==> config.mk <==
export PLATFORM = sky130hd
export DESIGN_NAME = fetch_stage
export DESIGN_NICKNAME = d
export VERILOG_FILES = /design/src/rtl/fetch_stage_pkg.sv /design/src/rtl/if_id_reg.sv /design/src/rtl/fetch_stage.sv
export SDC_FILE = /design/constraint.sdc
export NUM_CORES = 1
export LEC_CHECK = 0
export CAP_MARGIN = 5
export CELL_PAD_IN_SITES_DETAIL_PLACEMENT = 2
export CELL_PAD_IN_SITES_GLOBAL_PLACEMENT = 2
export CORE_MARGIN = 2
export CORE_UTILIZATION = 29
export CTS_CLUSTER_DIAMETER = 150
export DETAILED_ROUTE_END_ITERATION = 10
export PLACE_DENSITY_LB_ADDON = 0.05
export SKIP_LAST_GASP = 1
export SYNTH_ARGS = -nofsm -noshare
export SYNTH_HDL_FRONTEND = slang
export SYNTH_SLANG_ARGS = --single-unit
==> constraint.sdc <==
create_clock -name clk -period 11.03 [get_ports clk]
set_clock_uncertainty 0.05 [all_clocks]
set_input_delay 1.103 -clock clk [delete_from_list [all_inputs] [get_ports clk]]
set_output_delay 1.103 -clock clk [all_outputs]
set_load 0.03 [all_outputs]
==> src/rtl/fetch_stage_pkg.sv <==
// Shared fetch constants, IF/ID payload type and small helpers.
package fetch_stage_pkg;

  localparam logic [31:0] NOP_INSTR = 32'h0000_0013;
  localparam logic [31:0] PC_STEP   = 32'h0000_0004;

  typedef struct packed {
    logic [31:0] pc;
    logic [31:0] pc_plus4;
    logic [31:0] instr;
    logic        valid;
  } if_id_t;

  localparam if_id_t IF_ID_RESET = '{pc: 32'h0, pc_plus4: PC_STEP, instr: NOP_INSTR, valid: 1'b0};

  function automatic logic [31:0] sat_inc(input logic [31:0] v);
    return (v == 32'hFFFF_FFFF) ? v : v + 32'd1;
  endfunction

endpackage

==> src/rtl/if_id_reg.sv <==
// IF/ID pipeline register: flush inserts a bubble (PC fields held), stall holds everything.
module if_id_reg
  import fetch_stage_pkg::*;
(
  input  logic        clk,
  input  logic        rst,
  input  logic        stall,
  input  logic        flush,
  input  logic [31:0] pc_in,
  input  logic [31:0] instr_in,
  output logic [31:0] pc,
  output logic [31:0] pc_plus4,
  output logic [31:0] instr,
  output logic        valid
);

  if_id_t q;

  // stall and flush are level controls sampled on every edge; flush wins over stall.
  always_ff @(posedge clk or posedge rst) begin
    if (rst) begin
      q <= IF_ID_RESET;
    end else if (flush) begin
      q.instr <= NOP_INSTR;
      q.valid <= 1'b0;
    end else if (!stall) begin
      q <= '{pc: pc_in, pc_plus4: pc_in + PC_STEP, instr: instr_in, valid: 1'b1};
    end
  end

  assign pc       = q.pc;
  assign pc_plus4 = q.pc_plus4;
  assign instr    = q.instr;
  assign valid    = q.valid;

endmodule

==> src/rtl/fetch_stage.sv <==
// Instruction fetch stage: PC register, next-PC selection and IF/ID register.
// Optional performance counters are enabled by defining FETCH_PERF_CNT_EN.
module fetch_stage
  import fetch_stage_pkg::*;
#(
  parameter logic [31:0] RESET_PC = 32'h0000_0000
) (
  input  logic        clk,
  input  logic        rst,
  output logic [31:0] pc_out,
  input  logic [31:0] instr_if,
  input  logic        stall,
  input  logic        flush,
  input  logic        redirect_valid,
  input  logic [31:0] redirect_pc,
  output logic [31:0] if_id_pc,
  output logic [31:0] if_id_pc_plus4,
  output logic [31:0] if_id_instr,
  output logic        if_id_valid,
  output logic        misalign_err
`ifdef FETCH_PERF_CNT_EN
  ,
  output logic [31:0] stall_cnt,
  output logic [31:0] flush_cnt
`endif
);

  logic [31:0] pc_q;
  logic [31:0] pc_next;
  logic        redirect_misaligned;

  assign redirect_misaligned = redirect_valid && (redirect_pc[1:0] != 2'b00);

  // A redirect beats stall; misaligned targets are truncated to a word boundary.
  always_comb begin
    pc_next = pc_q + PC_STEP;
    if (redirect_valid) begin
      pc_next = {redirect_pc[31:2], 2'b00};
    end else if (stall) begin
      pc_next = pc_q;
    end
  end

  always_ff @(posedge clk or posedge rst) begin
    if (rst) begin
      pc_q         <= RESET_PC;
      misalign_err <= 1'b0;
    end else begin
      pc_q         <= pc_next;
      misalign_err <= redirect_misaligned;
    end
  end

  assign pc_out = pc_q;

  if_id_reg u_if_id_reg (
    .clk      (clk),
    .rst      (rst),
    .stall    (stall),
    .flush    (flush),
    .pc_in    (pc_q),
    .instr_in (instr_if),
    .pc       (if_id_pc),
    .pc_plus4 (if_id_pc_plus4),
    .instr    (if_id_instr),
    .valid    (if_id_valid)
  );

`ifdef FETCH_PERF_CNT_EN
  always_ff @(posedge clk or posedge rst) begin
    if (rst) begin
      stall_cnt <= '0;
      flush_cnt <= '0;
    end else begin
      if (stall && !flush) stall_cnt <= sat_inc(stall_cnt);
      if (flush)           flush_cnt <= sat_inc(flush_cnt);
    end
  end
`else
  // No performance counters in this build.
`endif

endmodule

==> impl_metrics.py <==
metrics = {
    "timing": {
        "setup_tns_ns": 0,
        "rsz0062_at_grt": "no",
        "fmax_mhz": 309.9,
        "final_hold_viol_count": 0,
        "slew_viol_final": 0,
        "worst_slew_pin_slew_ns": 0.9487,
        "min_period_over_period_pct": 29.26,
        "min_period_ns": 3.227,
        "setup_viol": 0,
        "max_slew_margin_pct": 36.75,
    },
    "synthesis": {
        "synth_edf_count": 0,
        "ys_ff_latch": 124,
        "synth-seq-area-share_pct": 53.70,
        "syn_avg_cell_area_um2": 9.336,
        "synthArstFlopShare_pct": 100.0,
        "syn_inst": 620,
        "synth_flop_cell": "dfrtp_1",
        "netlist_area_um2": 5788,
        "yosys_warnings": 0,
        "synthDistinctLibCells": 40,
    },
    "floorplan": {
        "row_count": 51,
        "die_area_um2": 21100,
        "ios": 199,
        "fp.dieW_um": 145.3,
        "start_util_pct": 29.64,
        "die_h_um": 145.3,
        "coreArea_um2": 19530,
    },
    "place": {
        "hpwl_mm": 14.65,
        "io_buffers": 192,
        "dp_cells": 1031,
        "gp_congestion": 0.7310,
    },
    "min_path": {
        "hp-class": "flop to flop",
    },
    "routing": {
        "routedWlPerCell_um": 20.02,
        "drt_iter0_drc": 151,
        "vias": 5314,
        "first_pass_iters": 4,
        "wl_mm": 21.24,
        "postRouteAntennaNets": 0,
        "via_per_inst": 5.008,
        "drc_errors": 0,
    },
    "clock_network": {
        "holdBufCountCts": 0,
        "cts_max_path_buffers": 2,
        "post_cts.repair.setup_buffers": 0,
        "clock_latency_ns": 0.42,
        "cts_root_buf": "clkbuf_16",
        "cts_resized": 0,
        "htreeDepth": 4,
        "cts_tree": "done",
        "clk_pin_slew_worst_paths_ns": 0.06,
        "cts_buffers": 17,
        "cts.sinks": 124,
    },
    "final_layout": {
        "fin_nets": 855,
        "drive_gt1_share_pct": 5.528,
        "area_delta_synth_final_pct": 46.00,
        "insertedDiodeCount": 0,
        "final_cells": 1061,
    },
    "critical_path": {
        "worstPathRequired_ns": 11.27,
        "crit_fanout": 43,
        "critPathCaptureType": "flop",
        "arrival_ns": 3.47,
        "critPathKind": "primary input to flop",
        "start_kind": "primary input",
    },
    "global_route": {
        "grt_first_pass_wirelength_mm": 34.35,
        "antenna_found_initial": 1,
        "grt_usage_pct": 20.71,
        "grt_pass1_vias": 5996,
        "overflow": 0,
        "grt_max_degree": 67,
    },
    "power_and_ir_drop": {
        "p_int_w": 0.001014,
        "p_per_area_nw_per_um2": 175.3,
        "clock_power_share_pct": 38.6,
        "swShare_pct": 31.55,
        "pwr-share-seq_pct": 37.8,
        "pwr-share-comb_pct": 23.6,
        "p_leak_nw": 3.512,
        "p_sw_w": 0.0004673,
        "total_power_w": 0.001481,
        "ir_drop_mv": 0.1103,
    },
    "job": {
        "drv_cap": 0,
    },
    "run_status": {
        "status": "completed",
    },
}
## power groups by stage
stage                     Clock [W]  Combinational (W)  Sequential, W
after global placement            0           0.000344       0.000564
after global routing       0.000598           0.000375       0.000569
after detailed placement          0           0.000354       0.000567
after floorplan                   0          0.0000985       0.000648
after CTS                  0.000582           0.000356       0.000561
final                      0.000572           0.000350       0.000560
## cells in the final DEF (no fill, tap or decap), drive strengths merged, types with 6 or more instances in the layout
cell type      instances
clkdlybuf4s50        191
mux2i                 30
nand3                 12
nand4                 14
nor4                   8
a31oi                 22
or4                   16
conb                   6
nor2                  65
dfrtp                120
or3                   14
buf                    6
xnor2                 22
o31ai                 10
o21ai                 42
nand2                134
clkbuf                22
nor3                   8
## synth_stat cells (all sizes together) (5+ instances only)
cell    number  area share (%)
nand3       12             1.0
nand4       14             1.8
xor2         5            0.76
a31oi       22             2.4
or4         16             2.1
nor2        65             4.2
nor4         8            0.86
or3         14             1.5
mux2i       30             5.2
xnor2       22             3.3
inv          5            0.32
buf         11             1.2
clkbuf      45             3.0
nor3         8            0.69
o21ai       42             3.6
o31ai       10             1.3
nand2      134             8.7
dfrtp      120              52
## cells by family after synthesis
logic type,share of synthesized area (%)
AOI/OAI and AO/OA,9.274
adders and majority gates,0.2161
other,0.06479
DFF,53.70
and+or+nand+nor,22.91
muxes,5.188
buffers and inverters,4.561
xor gates and xnor gates,4.085
## registers in the layout, summed over array words and instances (netlist names)
| signal | count |
|---|---|
| u_if_id_reg.pc_plus4 | 30 |
| u_if_id_reg.pc | 30 |
| pc_out | 30 |
| u_if_id_reg.valid | 1 |
| u_if_id_reg.instr | 32 |
| misalign_err | 1 |
## per-stage QoR
stage | hold slack, ns | worst slack, ns | util, % | instance area, um^2
2_1_floorplan | 0.5476 | 6.584 | - | 5807
3_3_place_gp | 0.4093 | 7.469 | 40.29 | 7866
3_5_place_dp | 0.4247 | 7.379 | 40.29 | 7866
4_1_cts | 0.4363 | 7.827 | 43.28 | 8451
5_1_grt | 0.4547 | 7.617 | 43.28 | 8451
6_report | 0.4259 | 7.803 | 43.28 | 8451
## worst paths after layout
path,from,to,slack [ns],cells after the start
max,redirect_valid,pc_out[28]$_DFFE_PP0N_,7.80,5
min,u_if_id_reg.pc[27]$_DFFE_PP0P_,u_if_id_reg.pc[27]$_DFFE_PP0P_,0.43,2
max reg2reg,pc_out[4]$_DFFE_PP0N_,u_if_id_reg.pc_plus4[25]$_DFFE_PP0P_,8.17,4
min reg2reg,u_if_id_reg.pc[27]$_DFFE_PP0P_,u_if_id_reg.pc[27]$_DFFE_PP0P_,0.43,2
max in group asynchronous,rst,pc_out[2]$_DFFE_PP0N_,8.55,3
min in group asynchronous,rst,u_if_id_reg.instr[2]$_DFFE_PP0P_,1.09,2
## routing by layer
metal	GRT usage (%)	wire length (um)	up-vias
li1	-	-	2436
met1	26.42	9270	2735
met2	34.98	10670	118
met3	4.906	995	23
met4	6.078	300	2
met5	0	7	-
## critical path, cell delays in order
cell and delay, ns:
clkdlybuf4s50_1 0.45, buf_4 0.38, clkinv_1 0.74, nand4_1 0.30
or3b_2 0.45
## cell type report
| cell class | instances | area (um^2) |
|---|---|---|
| fill | 2141 | 11080 |
| sequential | 124 | 3108 |
| multi-input combinational | 439 | 2442 |
| timing repair buffer | 197 | 1957 |
| clock buffer | 22 | 464.2 |
| tap | 265 | 331.6 |
| clock inverter | 8 | 120.1 |
| inverter | 6 | 27.53 |
Note: power is estimated with default switching activity, not from simulation.
